===== src/rtl/controlpath_seq_pkg.sv =====
// Shared definitions for the multi-cycle control path: opcodes, FSM states,
// load-source encodings, branch condition codes and small decode helpers.
package cp_pkg;

   localparam logic [3:0] OPC_LD   = 4'h8;
   localparam logic [3:0] OPC_ST   = 4'h9;
   localparam logic [3:0] OPC_PUSH = 4'hA;
   localparam logic [3:0] OPC_POP  = 4'hB;
   localparam logic [3:0] OPC_BR   = 4'hC;
   localparam logic [3:0] OPC_PLOT = 4'hD;
   localparam logic [3:0] OPC_NOP  = 4'hE;
   localparam logic [3:0] OPC_HALT = 4'hF;

   typedef enum logic [2:0] {
      ST_FETCH,
      ST_DECODE,
      ST_EXEC,
      ST_MEM,
      ST_WB,
      ST_PLOT,
      ST_HALT
   } cp_state_t;

   localparam logic [1:0] LSRC_SELF = 2'd0;
   localparam logic [1:0] LSRC_ALU  = 2'd1;
   localparam logic [1:0] LSRC_MEM  = 2'd2;
   localparam logic [1:0] LSRC_STK  = 2'd3;

   localparam logic [1:0] COND_ZERO = 2'd0;
   localparam logic [1:0] COND_SIGN = 2'd1;
   localparam logic [1:0] COND_OVF  = 2'd2;
   localparam logic [1:0] COND_ERR  = 2'd3;

   function automatic logic is_alu_op(input logic [3:0] opc);
      return (opc[3] == 1'b0);
   endfunction

   function automatic logic is_mem_op(input logic [3:0] opc);
      return (opc == OPC_LD) || (opc == OPC_ST) || (opc == OPC_PUSH) || (opc == OPC_POP);
   endfunction

   function automatic logic is_load_op(input logic [3:0] opc);
      return (opc == OPC_LD) || (opc == OPC_POP);
   endfunction

endpackage


===== src/rtl/controlpath_seq_if.sv =====
// Memory / VGA request-acknowledge bus between the control path (master)
// and the memory and VGA blocks (slave).
interface controlpath_seq_if;
   logic mem_req;
   logic mem_we;
   logic mem_stk;
   logic mem_ack;
   logic vga_plot;
   logic vga_ack;

   modport master (
      output mem_req, mem_we, mem_stk, vga_plot,
      input  mem_ack, vga_ack
   );

   modport slave (
      input  mem_req, mem_we, mem_stk, vga_plot,
      output mem_ack, vga_ack
   );
endinterface


===== src/rtl/controlpath_seq_timer.sv =====
// Handshake wait timer shared by the MEM and PLOT states. Down-counter loaded
// with TIMEOUT-1 when a wait state is entered; expiry is reported on the
// wait cycle where the count has reached zero, i.e. the TIMEOUT-th wait cycle.
module cp_handshake_timer #(
   parameter int TIMEOUT = 15
) (
   input  logic clock,
   input  logic reset,
   input  logic start,
   input  logic run,
   output logic expired
);

   localparam int CNT_W = (TIMEOUT > 1) ? $clog2(TIMEOUT) : 1;

   logic [CNT_W-1:0] cnt;

   // load on wait-state entry, count down while waiting, park at zero
   always_ff @(posedge clock) begin
      if (reset) begin
         cnt <= '0;
      end else if (start) begin
         cnt <= CNT_W'(TIMEOUT - 1);
      end else if (run && (cnt != '0)) begin
         cnt <= cnt - CNT_W'(1);
      end
   end

   assign expired = run && (cnt == '0);

endmodule


===== src/rtl/controlpath_seq.sv =====
// Multi-cycle fetch/decode/execute/memory/writeback controller between the
// IR and the ALU/regfile/VGA datapath.
// Optional build macro: CONTROLPATH_STEP_MODE_EN -- when defined, FETCH only
// advances on a step pulse together with instr_valid.
//
// state     | meaning
// ----------+------------------------------------------------------------
// ST_FETCH  | wait for a valid instruction, latch it into the internal IR
// ST_DECODE | register operand selects and ALU op
// ST_EXEC   | dispatch; branches resolve here
// ST_MEM    | memory/stack request until ack or timeout
// ST_WB     | one-cycle register write and PC increment
// ST_PLOT   | VGA plot request until ack or timeout
// ST_HALT   | stopped; only reset leaves
module controlpath_seq
   import cp_pkg::*;
#(
   parameter int INSTR_W = 16,
   parameter int NREG    = 16,
   parameter int TIMEOUT = 15,
   localparam int SEL_W  = $clog2(NREG)
) (
   input  logic               clock,
   input  logic               reset,
   input  logic [INSTR_W-1:0] instr,
   input  logic               instr_valid,
   input  logic [NREG-1:0]    zeroflag,
   input  logic [NREG-1:0]    signflag,
   input  logic [NREG-1:0]    overflow,
   input  logic [NREG-1:0]    errorbit,
   input  logic               step,
   output logic               pc_inc,
   output logic               pc_load,
   output logic [3:0]         alu_op,
   output logic [SEL_W-1:0]   alu_a_sel,
   output logic [SEL_W-1:0]   alu_b_sel,
   output logic [SEL_W-1:0]   alu_out_sel,
   output logic               reg_we,
   output logic [1:0]         load_src,
   output logic               halted,
   output logic               bus_timeout,
   controlpath_seq_if.master  bus
);

   cp_state_t          state, state_nx;
   logic [INSTR_W-1:0] ir;
   logic [3:0]         opc, fld_c, fld_a, fld_b;
   logic               fetch_go;
   logic [NREG-1:0]    flag_vec;
   logic               br_taken;
   logic               timer_start, timer_run, timer_expired, timeout_hit;
   logic               mem_req_c, mem_we_c, mem_stk_c, vga_plot_c;

   assign opc   = ir[15:12];
   assign fld_c = ir[11:8];
   assign fld_a = ir[7:4];
   assign fld_b = ir[3:0];

`ifdef CONTROLPATH_STEP_MODE_EN
   assign fetch_go = instr_valid && step;
`else
   logic unused_step;
   assign unused_step = step;
   assign fetch_go    = instr_valid;
`endif

   cp_handshake_timer #(.TIMEOUT(TIMEOUT)) u_timer (
      .clock   (clock),
      .reset   (reset),
      .start   (timer_start),
      .run     (timer_run),
      .expired (timer_expired)
   );

   // state register
   always_ff @(posedge clock) begin
      if (reset) begin
         state <= ST_FETCH;
      end else begin
         state <= state_nx;
      end
   end

   // instruction latch, registered operand selects and sticky timeout flag
   always_ff @(posedge clock) begin
      if (reset) begin
         ir          <= '0;
         alu_op      <= '0;
         alu_a_sel   <= '0;
         alu_b_sel   <= '0;
         alu_out_sel <= '0;
         bus_timeout <= 1'b0;
      end else begin
         if ((state == ST_FETCH) && fetch_go) begin
            ir <= instr;
         end
         if (state == ST_DECODE) begin
            alu_op      <= is_alu_op(opc) ? opc : 4'h0;
            alu_a_sel   <= SEL_W'(fld_a);
            alu_b_sel   <= SEL_W'(fld_b);
            alu_out_sel <= SEL_W'(fld_c);
         end
         if (timeout_hit) begin
            bus_timeout <= 1'b1;
         end
      end
   end

   // branch condition: flag of register B chosen by A[1:0]; out-of-range B is never taken
   always_comb begin
      case (fld_a[1:0])
         COND_SIGN: flag_vec = signflag;
         COND_OVF:  flag_vec = overflow;
         COND_ERR:  flag_vec = errorbit;
         default:   flag_vec = zeroflag;
      endcase
      br_taken = 1'b0;
      if (int'(fld_b) < NREG) begin
         br_taken = flag_vec[fld_b];
      end
   end

   // next state and strobes; ack wins over a timeout expiring in the same cycle
   always_comb begin
      state_nx    = state;
      pc_inc      = 1'b0;
      pc_load     = 1'b0;
      reg_we      = 1'b0;
      load_src    = LSRC_SELF;
      mem_req_c   = 1'b0;
      mem_we_c    = 1'b0;
      mem_stk_c   = 1'b0;
      vga_plot_c  = 1'b0;
      halted      = 1'b0;
      timer_start = 1'b0;
      timer_run   = 1'b0;
      timeout_hit = 1'b0;
      unique case (state)
         ST_FETCH: begin
            if (fetch_go) state_nx = ST_DECODE;
         end
         ST_DECODE: begin
            state_nx = ST_EXEC;
         end
         ST_EXEC: begin
            if (is_alu_op(opc) || (opc == OPC_NOP)) begin
               state_nx = ST_WB;
            end else if (is_mem_op(opc)) begin
               state_nx    = ST_MEM;
               timer_start = 1'b1;
            end else if (opc == OPC_BR) begin
               state_nx = ST_FETCH;
               pc_load  = br_taken;
               pc_inc   = !br_taken;
            end else if (opc == OPC_PLOT) begin
               state_nx    = ST_PLOT;
               timer_start = 1'b1;
            end else begin
               state_nx = ST_HALT;
            end
         end
         ST_MEM: begin
            mem_req_c = 1'b1;
            mem_we_c  = (opc == OPC_ST) || (opc == OPC_PUSH);
            mem_stk_c = (opc == OPC_PUSH) || (opc == OPC_POP);
            timer_run = 1'b1;
            if (bus.mem_ack) begin
               if (is_load_op(opc)) begin
                  state_nx = ST_WB;
               end else begin
                  state_nx = ST_FETCH;
                  pc_inc   = 1'b1;
               end
            end else if (timer_expired) begin
               state_nx    = ST_FETCH;
               pc_inc      = 1'b1;
               timeout_hit = 1'b1;
            end
         end
         ST_WB: begin
            reg_we   = 1'b1;
            pc_inc   = 1'b1;
            state_nx = ST_FETCH;
            if (is_alu_op(opc))        load_src = LSRC_ALU;
            else if (opc == OPC_LD)    load_src = LSRC_MEM;
            else if (opc == OPC_POP)   load_src = LSRC_STK;
            else                       load_src = LSRC_SELF;
         end
         ST_PLOT: begin
            vga_plot_c = 1'b1;
            timer_run  = 1'b1;
            if (bus.vga_ack) begin
               state_nx = ST_FETCH;
               pc_inc   = 1'b1;
            end else if (timer_expired) begin
               state_nx    = ST_FETCH;
               pc_inc      = 1'b1;
               timeout_hit = 1'b1;
            end
         end
         ST_HALT: begin
            halted = 1'b1;
         end
         default: begin
            state_nx = ST_FETCH;
         end
      endcase
   end

   assign bus.mem_req  = mem_req_c;
   assign bus.mem_we   = mem_we_c;
   assign bus.mem_stk  = mem_stk_c;
   assign bus.vga_plot = vga_plot_c;

endmodule

===== src/flat_wrapper.sv =====
// flat-port wrapper written by rule: the top's interface ports become plain ports
module controlpath_seq_flat import cp_pkg::*;
#(
   parameter int INSTR_W = 16,
   parameter int NREG    = 16,
   parameter int TIMEOUT = 15,
   localparam int SEL_W  = $clog2(NREG)
)
  (clock, reset, instr, instr_valid, zeroflag, signflag, overflow, errorbit, step, pc_inc, pc_load, alu_op, alu_a_sel, alu_b_sel, alu_out_sel, reg_we, load_src, halted, bus_timeout, bus_mem_req, bus_mem_we, bus_mem_stk, bus_vga_plot, bus_mem_ack, bus_vga_ack);
  controlpath_seq_if bus_i ();
  input  logic clock;
  input  logic reset;
  input  logic [INSTR_W-1:0] instr;
  input  logic instr_valid;
  input  logic [NREG-1:0] zeroflag;
  input  logic [NREG-1:0] signflag;
  input  logic [NREG-1:0] overflow;
  input  logic [NREG-1:0] errorbit;
  input  logic step;
  output logic pc_inc;
  output logic pc_load;
  output logic [3:0] alu_op;
  output logic [SEL_W-1:0] alu_a_sel;
  output logic [SEL_W-1:0] alu_b_sel;
  output logic [SEL_W-1:0] alu_out_sel;
  output logic reg_we;
  output logic [1:0] load_src;
  output logic halted;
  output logic bus_timeout;
  output wire logic [$bits(bus_i.mem_req)-1:0] bus_mem_req;
  output wire logic [$bits(bus_i.mem_we)-1:0] bus_mem_we;
  output wire logic [$bits(bus_i.mem_stk)-1:0] bus_mem_stk;
  output wire logic [$bits(bus_i.vga_plot)-1:0] bus_vga_plot;
  input wire logic [$bits(bus_i.mem_ack)-1:0] bus_mem_ack;
  input wire logic [$bits(bus_i.vga_ack)-1:0] bus_vga_ack;
  assign bus_mem_req = bus_i.mem_req;
  assign bus_mem_we = bus_i.mem_we;
  assign bus_mem_stk = bus_i.mem_stk;
  assign bus_vga_plot = bus_i.vga_plot;
  assign bus_i.mem_ack = bus_mem_ack;
  assign bus_i.vga_ack = bus_vga_ack;
  controlpath_seq #(.INSTR_W(INSTR_W), .NREG(NREG), .TIMEOUT(TIMEOUT)) u_core (.clock(clock), .reset(reset), .instr(instr), .instr_valid(instr_valid), .zeroflag(zeroflag), .signflag(signflag), .overflow(overflow), .errorbit(errorbit), .step(step), .pc_inc(pc_inc), .pc_load(pc_load), .alu_op(alu_op), .alu_a_sel(alu_a_sel), .alu_b_sel(alu_b_sel), .alu_out_sel(alu_out_sel), .reg_we(reg_we), .load_src(load_src), .halted(halted), .bus_timeout(bus_timeout), .bus(bus_i));
endmodule

===== config.mk =====
export PLATFORM = sky130hd
export DESIGN_NAME = controlpath_seq_flat
export DESIGN_NICKNAME = d
export VERILOG_FILES = /design/src/rtl/controlpath_seq_pkg.sv /design/src/rtl/controlpath_seq_if.sv /design/src/rtl/controlpath_seq_timer.sv /design/src/rtl/controlpath_seq.sv /design/src/flat_wrapper.sv
export SDC_FILE = /design/constraint.sdc
export NUM_CORES = 1
export LEC_CHECK = 0
export CAP_MARGIN = 20
export CORE_MARGIN = 5
export CORE_UTILIZATION = 41
export CTS_CLUSTER_DIAMETER = 60
export DETAILED_ROUTE_END_ITERATION = 7
export PLACE_DENSITY = 0.81
export SKIP_LAST_GASP = 1
export SLEW_MARGIN = 5
export SYNTH_ARGS = -nofsm -noshare
export SYNTH_HDL_FRONTEND = slang
export SYNTH_SLANG_ARGS = --single-unit

===== constraint.sdc =====
create_clock -name clock -period 2 [get_ports clock]
set_input_delay 0.3 -clock clock [delete_from_list [all_inputs] [get_ports clock]]
set_output_delay 0.3 -clock clock [all_outputs]
set_load 0.005 [all_outputs]

**After elaboration in Yosys (flattened, before gate mapping)**

Index checks and enable logic that the tools add are counted.

- Bits in registers: 40
- Input bits: 86
- Output and inout port bits: 27
- Logic and storage cells: 95

- $add $sub $neg: 1
- Order comparisons: 1
- Equality and inequality tests: 17
- Muxes and demuxes: 47
- Bitwise gates (word level): 2
- Reductions and logical operators: 18

Operators with widths:

| cell | count |
|---|---|
| $pmux 16 s3 | 1 |
| $eq 4x4->1 const B | 7 |
| $mux 3 | 9 |
| $mux 1 | 26 |
| $pmux 3 s6 | 1 |
| $mux 2 | 5 |
| $eq 3x3->1 const B | 3 |
| $mux 4 | 2 |
| $logic_or 1x1->1 | 7 |
| $eq 3x2->1 const B | 2 |
| $lt 4x5->1 const B | 1 |
| $bmux 1 s4 | 1 |
| $eq 2x2->1 const B | 2 |
| $logic_not 4->1 | 1 |
| $pmux 1 s4 | 1 |
| $reduce_bool 4->1 | 1 |
| $reduce_or 2->1 | 2 |
| $sub 4x1->4 const B | 1 |
| $eq 3x1->1 const B | 1 |
| $logic_and 1x1->1 | 3 |
| $logic_not 3->1 | 1 |
| $eq 2x1->1 const B | 1 |
| $ne 2x2->1 const B | 1 |
| $not 1->1 | 2 |
| other kinds (4) | 4 |

**Logic depth before layout (Yosys ltp)**

Gate-level depths: netlist (run 1).

- Depth in word-level cells: 9
- Depth in mapped cells: 9
- Mapped depth without buffers: 7

**Cells and area by module**

Synthesis (run 1) repeated with hierarchy kept, for this count alone.

- Cell total of the unflattened synthesis: 307
- Area total of the unflattened synthesis: 2357.3 µm²

Modules (own cells, without submodules):

| module | instances | cells an instance | area an instance (µm²) | sequential area each (µm²) |
|---|---|---|---|---|
| controlpath_seq | 1 | 283 | 2148.3 | 700.7 |
| cp_handshake_timer | 1 | 24 | 209.0 | 80.1 |

**Worst setup path before layout (run 1)**

Ideal clock, no wire load.

- Path kind: flip-flop to output port
- Start: register u_core.ir[5]
- End: output pc_load
- Arrival: 1.571 ns
- Data required time: 1.700 ns
- Slack: 0.129 ns
- Cell stages (with the launch flop): 7
- Path buffers: 1
- Path through: dfxtp_1 > buf_6 > mux4_1 > a211o_1 > nand3_1 > a22oi_2 > and2b_1

- Word-level cells in the longest chain between the ends: 8
- Elaborated cells on any way between the ends: 10

RTL lines:

| item | line | source |
|---|---|---|
| start, declared | controlpath_seq.sv:46 | `logic [INSTR_W-1:0] ir;` |
| start signal, assigned | controlpath_seq.sv:95 | `ir <= instr;` |
| $eq 2x2->1 or $eq 2x1->1 (tied branches) | controlpath_seq.sv:111 | `case (fld_a[1:0])` |
| $pmux 16 s3 (*) | controlpath_seq.sv:111 |  |
| $bmux 1 s4 (*) | controlpath_seq.sv:119 | `br_taken = flag_vec[fld_b];` |
| $mux 1 (implied by the code) (*) | controlpath_seq.sv:119 |  |
| $mux 1 (*) | controlpath_seq.sv:151 | `end else if (opc == OPC_BR) begin` |
| $mux 1 (*) | controlpath_seq.sv:148 | `end else if (is_mem_op(opc)) begin` |
| $mux 1 (*) | controlpath_seq.sv:146 | `if (is_alu_op(opc) \|\| (opc == OPC_NOP)) begin` |
| $mux 1 (*) | controlpath_seq.sv:138 | `unique case (state)` |
| end, declared | flat_wrapper.sv:21 | `output logic pc_load;` |

Mark *: on every way between the ends. The rest lies on a longest branch, timed or not. The select of a mux whose other input is x is not followed.

**Worst setup path after layout (run 1)**

- Start: register u_core.ir[5]
- End: output pc_inc

- Word-level cells in the longest chain between the ends: 9
- Elaborated cells on any way between the ends: 11

RTL lines:

| item | line | source |
|---|---|---|
| $eq 2x2->1 or $eq 2x1->1 (tied branches) | controlpath_seq.sv:111 |  |
| $pmux 16 s3 (*) | controlpath_seq.sv:111 |  |
| $bmux 1 s4 (*) | controlpath_seq.sv:119 |  |
| $mux 1 (implied by the code) (*) | controlpath_seq.sv:119 |  |
| $logic_not 1->1 (*) | controlpath_seq.sv:154 | `pc_inc = !br_taken;` |
| $mux 1 (*) | controlpath_seq.sv:151 |  |
| $mux 1 (*) | controlpath_seq.sv:148 |  |
| $mux 1 (*) | controlpath_seq.sv:146 |  |
| $pmux 1 s4 (*) | controlpath_seq.sv:138 |  |
| end, declared | flat_wrapper.sv:20 | `output logic pc_inc;` |

Marked as above.

==> metrics.cfg, run 1 <==
[sta]
drv_slew=0
min_period_ns=2.50
setup_viol=2
fmaxAchievable_mhz=399
finClkSkew_ns=0.00382
rsz0062_at_grt=yes
setup_ws_ns=-0.504
hold_viol_final=0
tightest_slew_ns=0.613
max-slew-margin-rel=0.591
timing.final.crit_share=1.25

[power_and_ir_drop]
finalPower_mw=2.08
p_per_area_nw_per_um2=521
p_comb_frac=0.278
leakage_nw=1.62
vdd_drop_max_mv=0.364
p_sw_frac=0.266
p_int_mw=1.53
p_sw_uw=554
clockPowerShare=0.316
seqPwrFrac=0.406

[setup_path]
path_delay_family=compound AO/OA/AOI/OAI gates
worstPathCellList=buf_6 -> mux2_2 -> a221oi_1 -> o21ai_1 -> o211ai_1 -> a22oi_2 -> buf_4 -> o21ai_2 -> buf_2
max_stage_delay_ns=0.37
cp_max_fo=5
cp-end-kind=output pin
crit_arrival_ns=2.20
critical_path_class=register to output pin
critPathLaunchType=register
cp_slowest_cell=dfxtp_4
path_buf_inv=3
cp.required_ns=1.70

[yosys]
syn_nets=383
synthArstFlopShare=0
synth_flop_cell=dfxtp_1
syn_area_sq_um=2330
yosysUniqueCellTypes=50
synth_edf_count=0
synth_cells=296
synth_area_per_cell_sq_um=7.88
ys_seq_area_frac=0.335
ys_ff_latch=39
synth_warnings=0

[routing]
drc=0
drt-total-wl_mm=8.29
routed_via_density=5.27
drt_iter0_drc=179
wl_per_cell_um=16.2
firstDrtPassIters=4
antenna_left=0
dr_total_vias=2697

[grt]
gr-total-overflow=0
grt_max_degree=40
grt_pass1_wl_mm=13.1
grt_usage=0.219
grt_pass1_vias=2738
antenna_found_initial=0

[cts]
cts-root-buf=clkbuf_8
cts_buffer_depth=2
insertion_delay_ns=0.29
cts-hold-fix-buffers=0
htree_levels=2
numCtsBuffers=5
cts_tree=done
cts.sinks=39
clk_pin_slew_worst_paths_ns=0.08

[cells_and_area]
antenna_cells=0
final_cell_area_sq_um=3990
finalNetCount=526
area_growth_pct=71.0
drive_gt1_frac=0.214

[outcome]
status=complete, but fails checks
failed_checks=setup timing

[floorplan]
die-width_um=85.4
fp.dieH_um=85.4
num_rows=27
initial_core_util=0.424
dieArea_sq_um=7300
io_pins=113
fp.coreArea_sq_um=5510

[placement]
pre_cts_slack_ns=-0.700
dpl-instance-area_sq_um=3660
finalWeightedCongestion=0.870
io_buffers=110
dp_hpwl_mm=6.08

[min_path]
min_path_type=register to register

[run]
maxCapViolCount=0

## power groups by stage
stage / Sequential, mW / Clock, mW / Combinational (mW)
after floorplan: 0.846 / 0 / 0.262
after global placement: 0.860 / 0 / 0.515
after detailed placement: 0.862 / 0 / 0.529
after CTS: 0.845 / 0.675 / 0.554
after global routing: 0.850 / 0.714 / 0.623
final: 0.846 / 0.657 / 0.578
## layout make-up
| class | instances | area, sq um |
|---|---|---|
| fill | 419 | 1520 |
| timing repair buffer | 158 | 1490 |
| multi-input combinational | 227 | 1460 |
| sequential | 39 | 801 |
| tap | 72 | 90.1 |
| clock buffer | 5 | 68.8 |
| clock inverter | 3 | 43.8 |
| inverter | 8 | 31.3 |
## through the flow
| stage | hold slack (ns) | cells | TNS, ns | utilization |
|---|---|---|---|---|
| detailed placement | 0.448 | 490 | -1.40 | 0.665 |
| global placement | 0.437 | 490 | -1.24 | 0.665 |
| global route | 0.489 | 512 | -1.07 | 0.725 |
| CTS | 0.460 | 507 | -0.919 | 0.707 |
| floorplan | 0.432 | 296 | 0 | - |
| finish | 0.458 | 512 | -0.926 | 0.725 |
## layout by cell type (no fill, tap or decap), drive strengths merged, types with 4 or more instances in the layout
| cell | Yosys | routed |
|---|---|---|
| clkbuf | 14 | 5 |
| mux2i | 6 | 6 |
| mux4 | 6 | 6 |
| nor3 | 7 | 7 |
| nand3b | 4 | 4 |
| nand3 | 4 | 4 |
| dfxtp | 39 | 39 |
| a21oi | 43 | 43 |
| nand2 | 73 | 73 |
| dlymetal6s2s | 0 | 6 |
| nand2b | 5 | 5 |
| buf | 8 | 49 |
| clkdlybuf4s50 | 0 | 103 |
| o21ai | 9 | 9 |
| a221oi | 8 | 8 |
| nor2b | 5 | 5 |
| mux2 | 9 | 9 |
| inv | 7 | 7 |
| nor2 | 15 | 15 |
## synthesized netlist by cell type (all sizes together), types with 4 or more instances
cell    count  area (sq um)
nand2      73           274
nor2b       5          31.3
a21oi      43           219
nor3        7          35.0
nand3b      4          30.0
o21ai       9          45.0
dfxtp      39           781
nand3       4          20.0
mux2        9           101
mux4        6           143
mux2i       6          60.1
a221oi      8          70.1
nor2       15          56.3
inv         7          26.3
buf         8          78.8
clkbuf     14          56.3
nand2b      5          31.3
## per-layer routing
| metal | vias up | wire (um) | GRT usage |
|---|---|---|---|
| li1 | 1317 | - | - |
| met1 | 1257 | 3320 | 0.263 |
| met2 | 113 | 4160 | 0.392 |
| met3 | 10 | 736 | 0.0563 |
| met4 | 0 | 84 | 0.0460 |
| met5 | - | 0 | 0 |
## path summary, 6_finish.rpt
path	startpoint	end	slack, ns	depth (start not counted)
worst max-delay path	u_core.ir[5]$_SDFFE_PP0P_	pc_inc	-0.50	9
worst min-delay path	u_core.ir[8]$_SDFFE_PP0P_	u_core.alu_out_sel[0]$_SDFFE_PP0P_	0.46	2
worst min register to register	u_core.ir[8]$_SDFFE_PP0P_	u_core.alu_out_sel[0]$_SDFFE_PP0P_	0.46	2
worst max register to register	u_core.ir[14]$_SDFFE_PP0P_	u_core.state[2]$_SDFFE_PP0P_	0.07	11
## what timing repair did
action | 4_1_cts | 5_1_grt
pin swaps | 4 | 6
buffers inserted | 8 | 5
endpoints found under the setup margin | 7 | 8
gates cloned | 1 | 0
gates resized for setup | 33 | 15
## cells by family after synthesis
logic type / share of synthesized area
flops: 0.335
buf+inv: 0.0708
mux: 0.130
simple gates: 0.238
xor+xnor: 0.0150
fa+ha+maj: 0.00536
compound gates: 0.204
other cells: 0.00161
## state kept, by name, summed over array words and instances (netlist names)
register / cells
u_core.alu_b_sel: 4
u_core.u_timer.cnt: 4
u_core.bus_timeout: 1
u_core.state: 3
u_core.alu_op: 3
u_core.alu_a_sel: 4
u_core.alu_out_sel: 4
u_core.ir: 16
## worst reg2reg max path, delay by kind of cell, from the launching register on
family	cells	cell delay [ns]
buffers and inverters	7	0.85
DFF	1	0.42
AOI/OAI and AO/OA	2	0.29
and+or+nand+nor	2	0.25
(Power assumes the default switching activity.)
==> run 2: changes to the inputs <==
CAP_MARGIN = unset   (was 20)
SKIP_LAST_GASP = unset   (was 1)
==> results of run 2 <==
The final DEF is identical to that of run 1; final timing and power are the same.
==> run 3: changes to the inputs <==
ABC_AREA = 0   (was unset)
CORE_MARGIN = 2   (was 5)
==> metrics.cfg, run 3 (same netlist as run 1, synthesis figures left out) <==
[floorplan]
num_rows=27  ; unchanged
io_pins=113  ; unchanged
die-width_um=79.4  ; -7.0%
initial_core_util=0.424  ; unchanged
dieArea_sq_um=6310  ; -14%
fp.dieH_um=79.4  ; -7.0%
fp.coreArea_sq_um=5510  ; unchanged

[cts]
cts-root-buf=clkbuf_8
cts-hold-fix-buffers=0  ; unchanged
cts.sinks=39  ; unchanged
cts_buffer_depth=2  ; unchanged
cts_tree=done
insertion_delay_ns=0.29  ; about the same
htree_levels=2  ; unchanged
numCtsBuffers=5  ; unchanged
clk_pin_slew_worst_paths_ns=0.08  ; about the same

[sta]
finClkSkew_ns=0.00585  ; +0.00203 ns
hold_viol_final=0  ; unchanged
setup_ws_ns=-0.425  ; +0.0792 ns
fmaxAchievable_mhz=412  ; +3.3%
max-slew-margin-rel=0.576  ; -0.0150
setup_viol=2  ; unchanged
timing.final.crit_share=1.21  ; -0.0396
tightest_slew_ns=0.635  ; +0.0225 ns
rsz0062_at_grt=yes
drv_slew=0  ; unchanged
min_period_ns=2.42  ; -0.0792 ns

[setup_path]
cp.required_ns=1.70  ; about the same
ff2ff_setup_slack_ns=0.36  ; +0.29 ns
r2r-end=u_core.u_timer.cnt[2]$_SDFFE_PP0P_
critical_path_class=register to output pin
cp_max_fo=5  ; unchanged
crit_end=pc_load
setup.worst_path.start=u_core.ir[5]$_SDFFE_PP0P_
critPathLaunchType=register
crit_arrival_ns=2.12  ; -0.08 ns
r2r_cells=9  ; -2
cp-end-kind=output pin
rr_startpoint=u_core.u_timer.cnt[0]$_SDFFE_PP0P_

[grt]
grt_pass1_vias=2565  ; -6.3%
grt_max_degree=40  ; unchanged
gr-total-overflow=0  ; unchanged
grt_usage=0.237  ; +0.0174
grt_pass1_wl_mm=11.8  ; -9.5%
antenna_found_initial=0  ; unchanged

[cells_and_area]
area_growth_pct=67.4
top_register=u_core.ir
layout_commonest_cell=clkdlybuf4s50_1
final_cell_area_sq_um=3910  ; -2.1%
layout_common_cells=clkdlybuf4s50_1 (106), nand2_1 (72), a21oi_1 (42)
largest_reg_flops=16  ; unchanged
finalNetCount=514  ; -2.3%
drive_gt1_frac=0.192  ; -0.0220
fillers=434  ; +3.6%
instances_no_fill=500  ; -2.3%
antenna_cells=0  ; unchanged

[routing]
drt_iter0_drc=190  ; +6.1%
antenna_left=0  ; unchanged
wl_met2_mm=3.98  ; -4.3%
routed_via_density=5.30  ; +0.58%
wl_met3_um=727  ; -1.2%
dr_total_vias=2649  ; -1.8%
met1Wirelength_mm=3.08  ; -7.0%
wl_per_cell_um=15.8  ; -2.3%
drc=0  ; unchanged
firstDrtPassIters=4  ; unchanged
drt-total-wl_mm=7.91  ; -4.6%
top_layer=met4

[placement]
dp_hpwl_mm=5.62  ; -7.6%
io_buffers=110  ; unchanged
dpl-instance-area_sq_um=3660  ; about the same
finalWeightedCongestion=0.874  ; +0.49%
pre_cts_slack_ns=-0.682  ; +0.0186 ns
placed_cells=488  ; -0.41%

[run]
maxCapViolCount=0  ; unchanged

[outcome]
status=complete, but fails checks
failed_checks=setup timing

[power_and_ir_drop]
vdd_drop_max_mv=0.302  ; -17%
leakage_nw=1.50  ; -7.1%
p_per_area_nw_per_um2=499  ; -4.4%
finalPower_mw=1.95  ; -6.4%

[min_path]
min_path_type=register to register

-- run 3: changes by cell type in the layout (fill, tap and decap cells not counted), moves of 2 or more --
cell,before,now
o21ai_1,3,5
clkinvlp_4,0,2
clkdlybuf4s50_1,103,106
a221oi_1,6,4
dlymetal6s2s_1,6,3
buf_4,41,30
a221oi_2,1,4
buf_6,4,1
buf_16,0,2
-- run 3: worst min path at each step --
| stage | from | end | slack, ns | depth (start not counted) |
|---|---|---|---|---|
| 2_1_floorplan | u_core.ir[6]$_SDFFE_PP0P_ | u_core.alu_a_sel[2]$_SDFFE_PP0P_ | 0.43 | 2 |
| 3_3_place_gp | u_core.ir[8]$_SDFFE_PP0P_ | u_core.alu_out_sel[0]$_SDFFE_PP0P_ | 0.44 | 2 |
| 3_5_place_dp | u_core.ir[8]$_SDFFE_PP0P_ | u_core.alu_out_sel[0]$_SDFFE_PP0P_ | 0.44 | 2 |
| 4_1_cts | u_core.ir[8]$_SDFFE_PP0P_ | u_core.alu_out_sel[0]$_SDFFE_PP0P_ | 0.46 | 2 |
| 5_1_grt | u_core.ir[7]$_SDFFE_PP0P_ | u_core.alu_a_sel[3]$_SDFFE_PP0P_ | 0.47 | 2 |
| 6_report | u_core.ir[8]$_SDFFE_PP0P_ | u_core.alu_out_sel[0]$_SDFFE_PP0P_ | 0.46 | 2 |
-- run 3: per-layer routing --
metal | track usage | vias to the layer above
li1 | - | 1291
met1 | 0.278 | 1226
met2 | 0.434 | 118
met3 | 0.0509 | 14
met4 | 0.0603 | 0
met5 | 0 | -
-- run 3: what timing repair did --
| item | 4_1_cts | 5_1_grt |
|---|---|---|
| buffers inserted | 1 | 1 |
| endpoints found under the hold margin | 0 | 0 |
| endpoints found under the setup margin | 5 | 8 |
| gates cloned | 2 | 0 |
| pin swaps | 10 | 7 |
| resized for setup | 29 | 15 |
-- run 3: metrics by stage --
stage	utilization	setup TNS [ns]	hold WS [ns]
floorplan	-	0	0.432
global placement	0.665	-1.23	0.439
detailed placement	0.665	-1.33	0.445
CTS	0.698	-0.847	0.456
global route	0.709	-1.06	0.474
finish	0.709	-0.835	0.456
-- run 3: worst max-delay path, stage by stage, from the launching register on --
cell     delay [ns]
dfxtp_4        0.43
buf_12         0.14
mux4_2         0.50
a211o_1        0.31
nand3_2        0.07
a22oi_2        0.10
and2b_1        0.17
buf_2          0.12
-- run 3: power by group --
part | total [mW] | internal [mW] | switching (mW)
Sequential | 0.850 | 0.809 | 0.0405
Combinational | 0.579 | 0.348 | 0.231
Clock | 0.519 | 0.242 | 0.276
-- run 3: final cells by class --
type	count	area [sq um]	share of cell area
Multi-Input combinational cell	227	1460	0.374
Timing Repair Buffer	146	1440	0.369
Sequential cell	39	797	0.204
Tap cell	72	90.1	0.0231
Clock buffer	5	68.8	0.0176
Inverter	8	30.0	0.00769
Clock inverter	3	20.0	0.00512
